===== src/rtl/mul_seq.sv =====
// mul_seq: multi-cycle RV32M MUL (low XLEN bits of rs1*rs2) built as a
// shift-add loop that borrows the shared execute-stage ALU for every add.
// The ALU is driven with acc (op1) and the shifted multiplicand (op2) and
// its combinational sum is folded back into the accumulator when the
// current multiplier bit is set.
//
// Optional build macro: MUL_SEQ_EARLY_EXIT_EN
//   When defined, RUN terminates as soon as the remaining multiplier is
//   zero. The product is the same in both builds; only latency changes.
module mul_seq #(
  parameter int XLEN  = 32,
  parameter int CNT_W = $clog2(XLEN)
) (
  input  logic            clk,
  input  logic            reset,
  input  logic            start,
  input  logic [XLEN-1:0] rs1,
  input  logic [XLEN-1:0] rs2,
  output logic            busy,
  output logic            done,
  output logic [XLEN-1:0] result,
  output logic [XLEN-1:0] alu_op1,
  output logic [XLEN-1:0] alu_op2,
  output logic [3:0]      alu_ctrl,
  input  logic [XLEN-1:0] alu_result
);

  typedef enum logic [1:0] {
    IDLE = 2'd0,
    RUN  = 2'd1,
    DONE = 2'd2
  } state_t;

  localparam logic [CNT_W-1:0] CNT_LAST = CNT_W'(XLEN - 1);
  localparam logic [CNT_W-1:0] CNT_ONE  = CNT_W'(1);
  localparam logic [XLEN-1:0]  ZERO_X   = {XLEN{1'b0}};

  state_t          state_r;
  state_t          state_nxt_s;
  logic [XLEN-1:0] acc_r;
  logic [XLEN-1:0] mcand_r;
  logic [XLEN-1:0] mplier_r;
  logic [XLEN-1:0] result_r;
  logic [XLEN-1:0] acc_nxt_s;
  logic [CNT_W-1:0] cnt_r;
  logic            busy_r;
  logic            done_r;
  logic            last_s;
  logic            early_s;

  assign busy     = busy_r;
  assign done     = done_r;
  assign result   = result_r;
  assign alu_op1  = acc_r;
  assign alu_op2  = mcand_r;
  assign alu_ctrl = 4'b0000;

  // Accumulate decision and loop-termination conditions for this RUN cycle.
  always_comb begin
    acc_nxt_s = acc_r;
    if (mplier_r[0]) begin
      acc_nxt_s = alu_result;
    end else begin
      acc_nxt_s = acc_r;
    end
    last_s = (cnt_r == CNT_LAST);
`ifdef MUL_SEQ_EARLY_EXIT_EN
    early_s = (mplier_r == ZERO_X);
`else
    early_s = 1'b0;
`endif
  end

  // Next-state logic for the IDLE/RUN/DONE sequencer.
  always_comb begin
    state_nxt_s = state_r;
    case (state_r)
      IDLE: begin
        if (start) begin
          state_nxt_s = RUN;
        end else begin
          state_nxt_s = IDLE;
        end
      end
      RUN: begin
        if (early_s || last_s) begin
          state_nxt_s = DONE;
        end else begin
          state_nxt_s = RUN;
        end
      end
      DONE:    state_nxt_s = IDLE;
      default: state_nxt_s = IDLE;
    endcase
  end

  // State register.
  always_ff @(posedge clk or posedge reset) begin
    if (reset) begin
      state_r <= IDLE;
    end else begin
      state_r <= state_nxt_s;
    end
  end

  // Datapath: operand capture, shift-add iteration, result and handshake flags.
  always_ff @(posedge clk or posedge reset) begin
    if (reset) begin
      acc_r    <= ZERO_X;
      mcand_r  <= ZERO_X;
      mplier_r <= ZERO_X;
      result_r <= ZERO_X;
      cnt_r    <= {CNT_W{1'b0}};
      busy_r   <= 1'b0;
      done_r   <= 1'b0;
    end else begin
      case (state_r)
        IDLE: begin
          done_r <= 1'b0;
          if (start) begin
            acc_r    <= ZERO_X;
            mcand_r  <= rs1;
            mplier_r <= rs2;
            cnt_r    <= {CNT_W{1'b0}};
            busy_r   <= 1'b1;
          end
        end
        RUN: begin
          if (early_s) begin
            // Nothing left to add: freeze the datapath and publish acc.
            result_r <= acc_r;
            done_r   <= 1'b1;
          end else begin
            acc_r    <= acc_nxt_s;
            mcand_r  <= {mcand_r[XLEN-2:0], 1'b0};
            mplier_r <= {1'b0, mplier_r[XLEN-1:1]};
            cnt_r    <= cnt_r + CNT_ONE;
            if (last_s) begin
              result_r <= acc_nxt_s;
              done_r   <= 1'b1;
            end
          end
        end
        DONE: begin
          done_r <= 1'b0;
          busy_r <= 1'b0;
        end
        default: begin
          done_r <= 1'b0;
          busy_r <= 1'b0;
        end
      endcase
    end
  end

endmodule


===== config.mk =====
export PLATFORM = sky130hd
export DESIGN_NAME = mul_seq
export DESIGN_NICKNAME = d
export VERILOG_FILES = /design/src/rtl/mul_seq.sv
export SDC_FILE = /design/constraint.sdc
export NUM_CORES = 1
export LEC_CHECK = 0
export ABC_AREA = 1
export BUFFER_PORTS_ARGS = -buffer_cell sky130_fd_sc_hd__buf_2
export CORE_MARGIN = 8
export CORE_UTILIZATION = 51
export CTS_CLUSTER_SIZE = 16
export DETAILED_ROUTE_END_ITERATION = 12
export PLACE_DENSITY_LB_ADDON = 0.2
export SYNTH_ARGS = -nofsm -noshare
export SYNTH_HDL_FRONTEND = slang
export SYNTH_SLANG_ARGS = --single-unit

===== constraint.sdc =====
create_clock -name clk -period 5.8 [get_ports clk]
set_input_delay 0.87 -clock clk [delete_from_list [all_inputs] [get_ports clk]]
set_output_delay 0.87 -clock clk [all_outputs]
set_load 0.02 [all_outputs]

== After elaboration in Yosys (flattened, before gate mapping) ==
Index checks and enable logic that the tools add are counted.

* Bitwise logic cells: 1
* Reductions and logical operators: 5
* Multiplexer cells: 16
* Eq/ne operators: 4
* $add $sub $neg: 1

{| class="wikitable"
|+ Operators with widths
! kind !! count
|-
| one-hot mux 32 bit (2 select lines) || 3
|-
| 2-to-1 mux 32 bit || 4
|-
| one-hot mux 5 bit (2 select lines) || 1
|-
| AND reduction 2 bit || 3
|-
| adder 5 x 1 -> 5 bit (second input constant) || 1
|-
| equality test 5 bit (second input constant) || 1
|-
| 2-to-1 mux 5 bit || 1
|-
| 2-to-1 mux 1 bit || 4
|-
| != test 2 bit (second input constant) || 2
|-
| one-hot mux 2 bit (2 select lines) || 1
|-
| equality test 2 x 1 -> 1 bit (second input constant) || 1
|-
| logical NOT 2 bit || 1
|-
| 2-to-1 mux 2 bit || 1
|-
| one-hot mux 1 bit (2 select lines) || 1
|-
| nonzero test 2 bit || 1
|-
| NOT 1 bit || 1
|}

* Output and inout bits: 102
* Flip-flop bits (word level): 137
* Input port bits: 99
* Logic and storage cells: 35

== Longest topological paths before layout ==
* Depth in word-level cells: 3
* Gate-level depth with buffers: 9
* Gate-level depth less buffers: 8

== Worst setup path before layout ==
Ideal clock, no wire load.

* Kind: in2reg
* Start point: input port start
* End point: register mcand_r[10] (netlist: alu_op2[10])
* Arrival: 1.424 ns
* Buffers on the path: 2
* Setup time: 0.125 ns
* Stages on the path: 6
* Data required time: 5.675 ns
* Path slack: 4.252 ns
* Cell sequence: nand2_2 > nor2_1 > buf_4 > buf_4 > nand2_1 > nand3_1

* Longest elaborated chain between the ends: 2

{| class="wikitable"
|+ Ends and longest elaborated chain
! what !! RTL line !! text
|-
| from (decl) || 16 || <nowiki>input logic start,</nowiki>
|-
| != test 2 bit (no line) || - ||
|-
| AND reduction 2 bit (no line) || - ||
|-
| to (signal assigned) || 122 || <nowiki>mcand_r <= rs1;</nowiki>
|-
| to (signal assigned) || 135 || <nowiki>mcand_r <= {mcand_r[XLEN-2:0], 1'b0};</nowiki>
|-
| to (decl) || 41 || <nowiki>logic [XLEN-1:0] mcand_r;</nowiki>
|}

Every way passes these cells.
A chain may end at the register's enable or synchronous reset.

== Worst setup path after layout ==
* Start point: register state_r[1]
* End point: register mcand_r[28] (netlist: alu_op2[28])

* Longest elaborated chain between the ends: 3
* Elaborated cells between the ends (all ways): 6
* Those cells by class: 2 x eq/ne; 1 x mux; 3 x reduce/logical

{| class="wikitable"
|+ Ends and longest elaborated chain
! what !! RTL line !! text
|-
| from (decl) || 38 || <nowiki>state_t state_r;</nowiki>
|-
| from (signal assigned) || 102 || <nowiki>state_r <= state_nxt_s;</nowiki>
|-
| equality test 2 x 1 -> 1 bit / logical NOT 2 bit (equally long branches) || 117 || <nowiki>case (state_r)</nowiki>
|-
| nonzero test 2 bit (no line) / != test 2 bit (equally long branches) || - ||
|-
| AND reduction 2 bit (no line) || - ||
|}

Several ways; a longest one is shown, not always the timed one.

==> reports/metrics.cfg <==
[drt]
routed_via_density=5.24
drcViolationCount=0
drt_pass1_iterations=8
post_drt_wl_per_cell_um=15.4
vias=5600
drt_iter0_drc=540
wirelength_um=16500
antenna_left=0

[critical_path]
end_kind=flip-flop
critPathMaxFanout=105
cp_top_family=buffers and inverters
crit_type=reg -> reg
max_stage_delay_ns=0.88
cp.required_ns=6.13
path_cells=inv_2 > nand2_4 > inv_2 > buf_4 > nand2_1 > nand3_1
cp-start-kind=flip-flop
path_buf_inv=3
cp_slowest_cell=inv_2
worstPathArrival_ns=3.25
cp_common_cell=inv_2

[floorplan]
io_pins=201
die_w_um=125
fp.dieArea_um2=15700
core_area_um2=11900
die_h_um=125
start_util=0.514
rows=40

[yosys]
syn_area_per_cell_um2=8.23
postSynthCellCount=741
yosysMostFrequentCell=nand2_1
synth_top_flop_cell=dfrtp_1
synth_area_leaders=dfrtp_1 (56%), nand2_1 (16%), nand3_1 (11%), o21ai_0 (6.6%), inv_1 (2.2%)
synth-seq-cells=137
synthTopCellsByCount=nand2_1 (267), dfrtp_1 (137), nand3_1 (132)
ys_warn_count=0
ys_types=20
yosys.area.top_type=dfrtp_1
async_flop_share=1.00
ys_seq_area_frac=0.562
syn-cell-area_um2=6100
yosys.area.top_type_share=0.562
synth_edf_count=0

[sta]
finClkSkew_ns=0.00882
worst_pin_slew_ns=1.12
fmax_mhz=343
layout_setup_ws_ns=2.88
setup_viol=0
whs_ns=0.478
grt_setup_unrepaired=false
slew-limit-headroom=0.256
hold_viol=0
fin_crit_sh=0.503
slew_viol_final=0
tns_ns=0
finalCriticalPeriod_ns=2.92

[outcome]
status=finished, final reports clean

[clock_tree]
clock-sinks=137
clk_latency_ns=0.41
cts_resized=0
cts_tree=yes
hold_buffers=0
cts_inserted_buffers=17
cts_post_setup_buffers_inserted=0
clock_path_buffers=2
cts.clk_slew.worst_paths_ns=0.06
h-tree-depth=4
cts_root_buf=clkbuf_16

[power]
ir_drop_mv=0.262
pwr_density_cell_nw_per_um2=592
p_total_mw=4.53
p_leak_nw=4.00

[grt]
antenna_found_initial=0
grt_pass1_wl_um=27500
grt_max_degree=106
grt_pass1_vias=5599
grt_use_total=0.211
overflow=0

[final_layout]
n_antenna_cell=0
num-nets-final=1010
final_area_um2=7650
area.growth.synth_to_final_pct=25.5
drive_above_1_share=0.260

[placed_design]
dpl_worst_slack_ns=2.52
io_buffers=196
hpwlAfterDp_um=10900
place_area_um2=7040
routabilityCongestion=0.766

[min_path]
hold_path.class=reg -> reg

[run]
cap_violations=0

metal layers:
layer / GRT usage / share of wire / wire [µm] / vias up
li1: - / - / - / 2718
met1: 0.268 / 0.44 / 7270 / 2680
met2: 0.337 / 0.48 / 7920 / 186
met3: 0.0642 / 0.066 / 1080 / 16
met4: 0.0673 / 0.012 / 196 / 0
met5: 0 / 0 / 0 / -
per-stage QoR:
step,cells,util
2_1_floorplan,744,-
3_3_place_gp,1037,0.593
3_5_place_dp,1037,0.593
4_1_cts,1069,0.645
5_1_grt,1069,0.645
6_report,1069,0.645
worst reg2reg max path, cell delays in order, from the launching register on:
cell     delay, ns
dfrtp_1       0.37
inv_2         0.10
nand2_4       0.56
inv_2         0.94
buf_4         0.62
nand2_1       0.14
nand3_1       0.12
area by class of cell:
cell class	count	area [µm²]
Sequential cell	137	3430
Fill cell	1031	4210
Multi-Input combinational cell	514	2260
Clock inverter	11	145
Clock buffer	21	470
Inverter	38	148
Tap cell	147	184
Timing Repair Buffer	201	1020
cells by family after synthesis:
group | count (synthesis) | share of synthesized area
other | 1 | 0.000615
buffers and inverters | 93 | 0.0708
AND/OR/NAND/NOR | 409 | 0.281
flip-flops | 137 | 0.562
AO/OA/AOI/OAI | 99 | 0.0812
adder cells (fa/ha/maj) | 2 | 0.00410
layout by cell type (no fill, tap or decap), drive strengths merged:
| cell type | n |
|---|---|
| bufinv | 3 |
| nor2 | 7 |
| conb | 4 |
| clkbuf | 21 |
| clkinvlp | 3 |
| nand3 | 132 |
| buf | 201 |
| dfrtp | 137 |
| a21oi | 1 |
| nand4 | 1 |
| inv | 38 |
| o21ai | 98 |
| clkinv | 5 |
| ha | 2 |
| nand2 | 269 |
sequential cells by signal, indices dropped and copies added (netlist names):
register,count
busy,1
alu_op2,32
state_r,2
done,1
mplier_r,32
cnt_r,5
alu_op1,32
result,32
final timing paths:
kind                             from          end  slack, ns  depth (start not counted)
setup / recovery           state_r[1]  alu_op2[28]       2.88                          6
hold / removal              result[3]    result[3]       0.48                          2
setup reg to reg           state_r[1]  alu_op2[28]       2.88                          6
hold reg to reg             result[3]    result[3]       0.48                          2
max in group asynchronous       reset  mplier_r[0]       3.96                          3
min in group asynchronous       reset   result[10]       0.57                          2
power breakdown:
| part | internal [mW] | switching [mW] |
|---|---|---|
| Clock | 0.710 | 0.398 |
| Sequential | 1.39 | 0.317 |
| Combinational | 0.552 | 1.17 |
| Total | 2.65 | 1.88 |
Power figures use the tool's default switching activity.
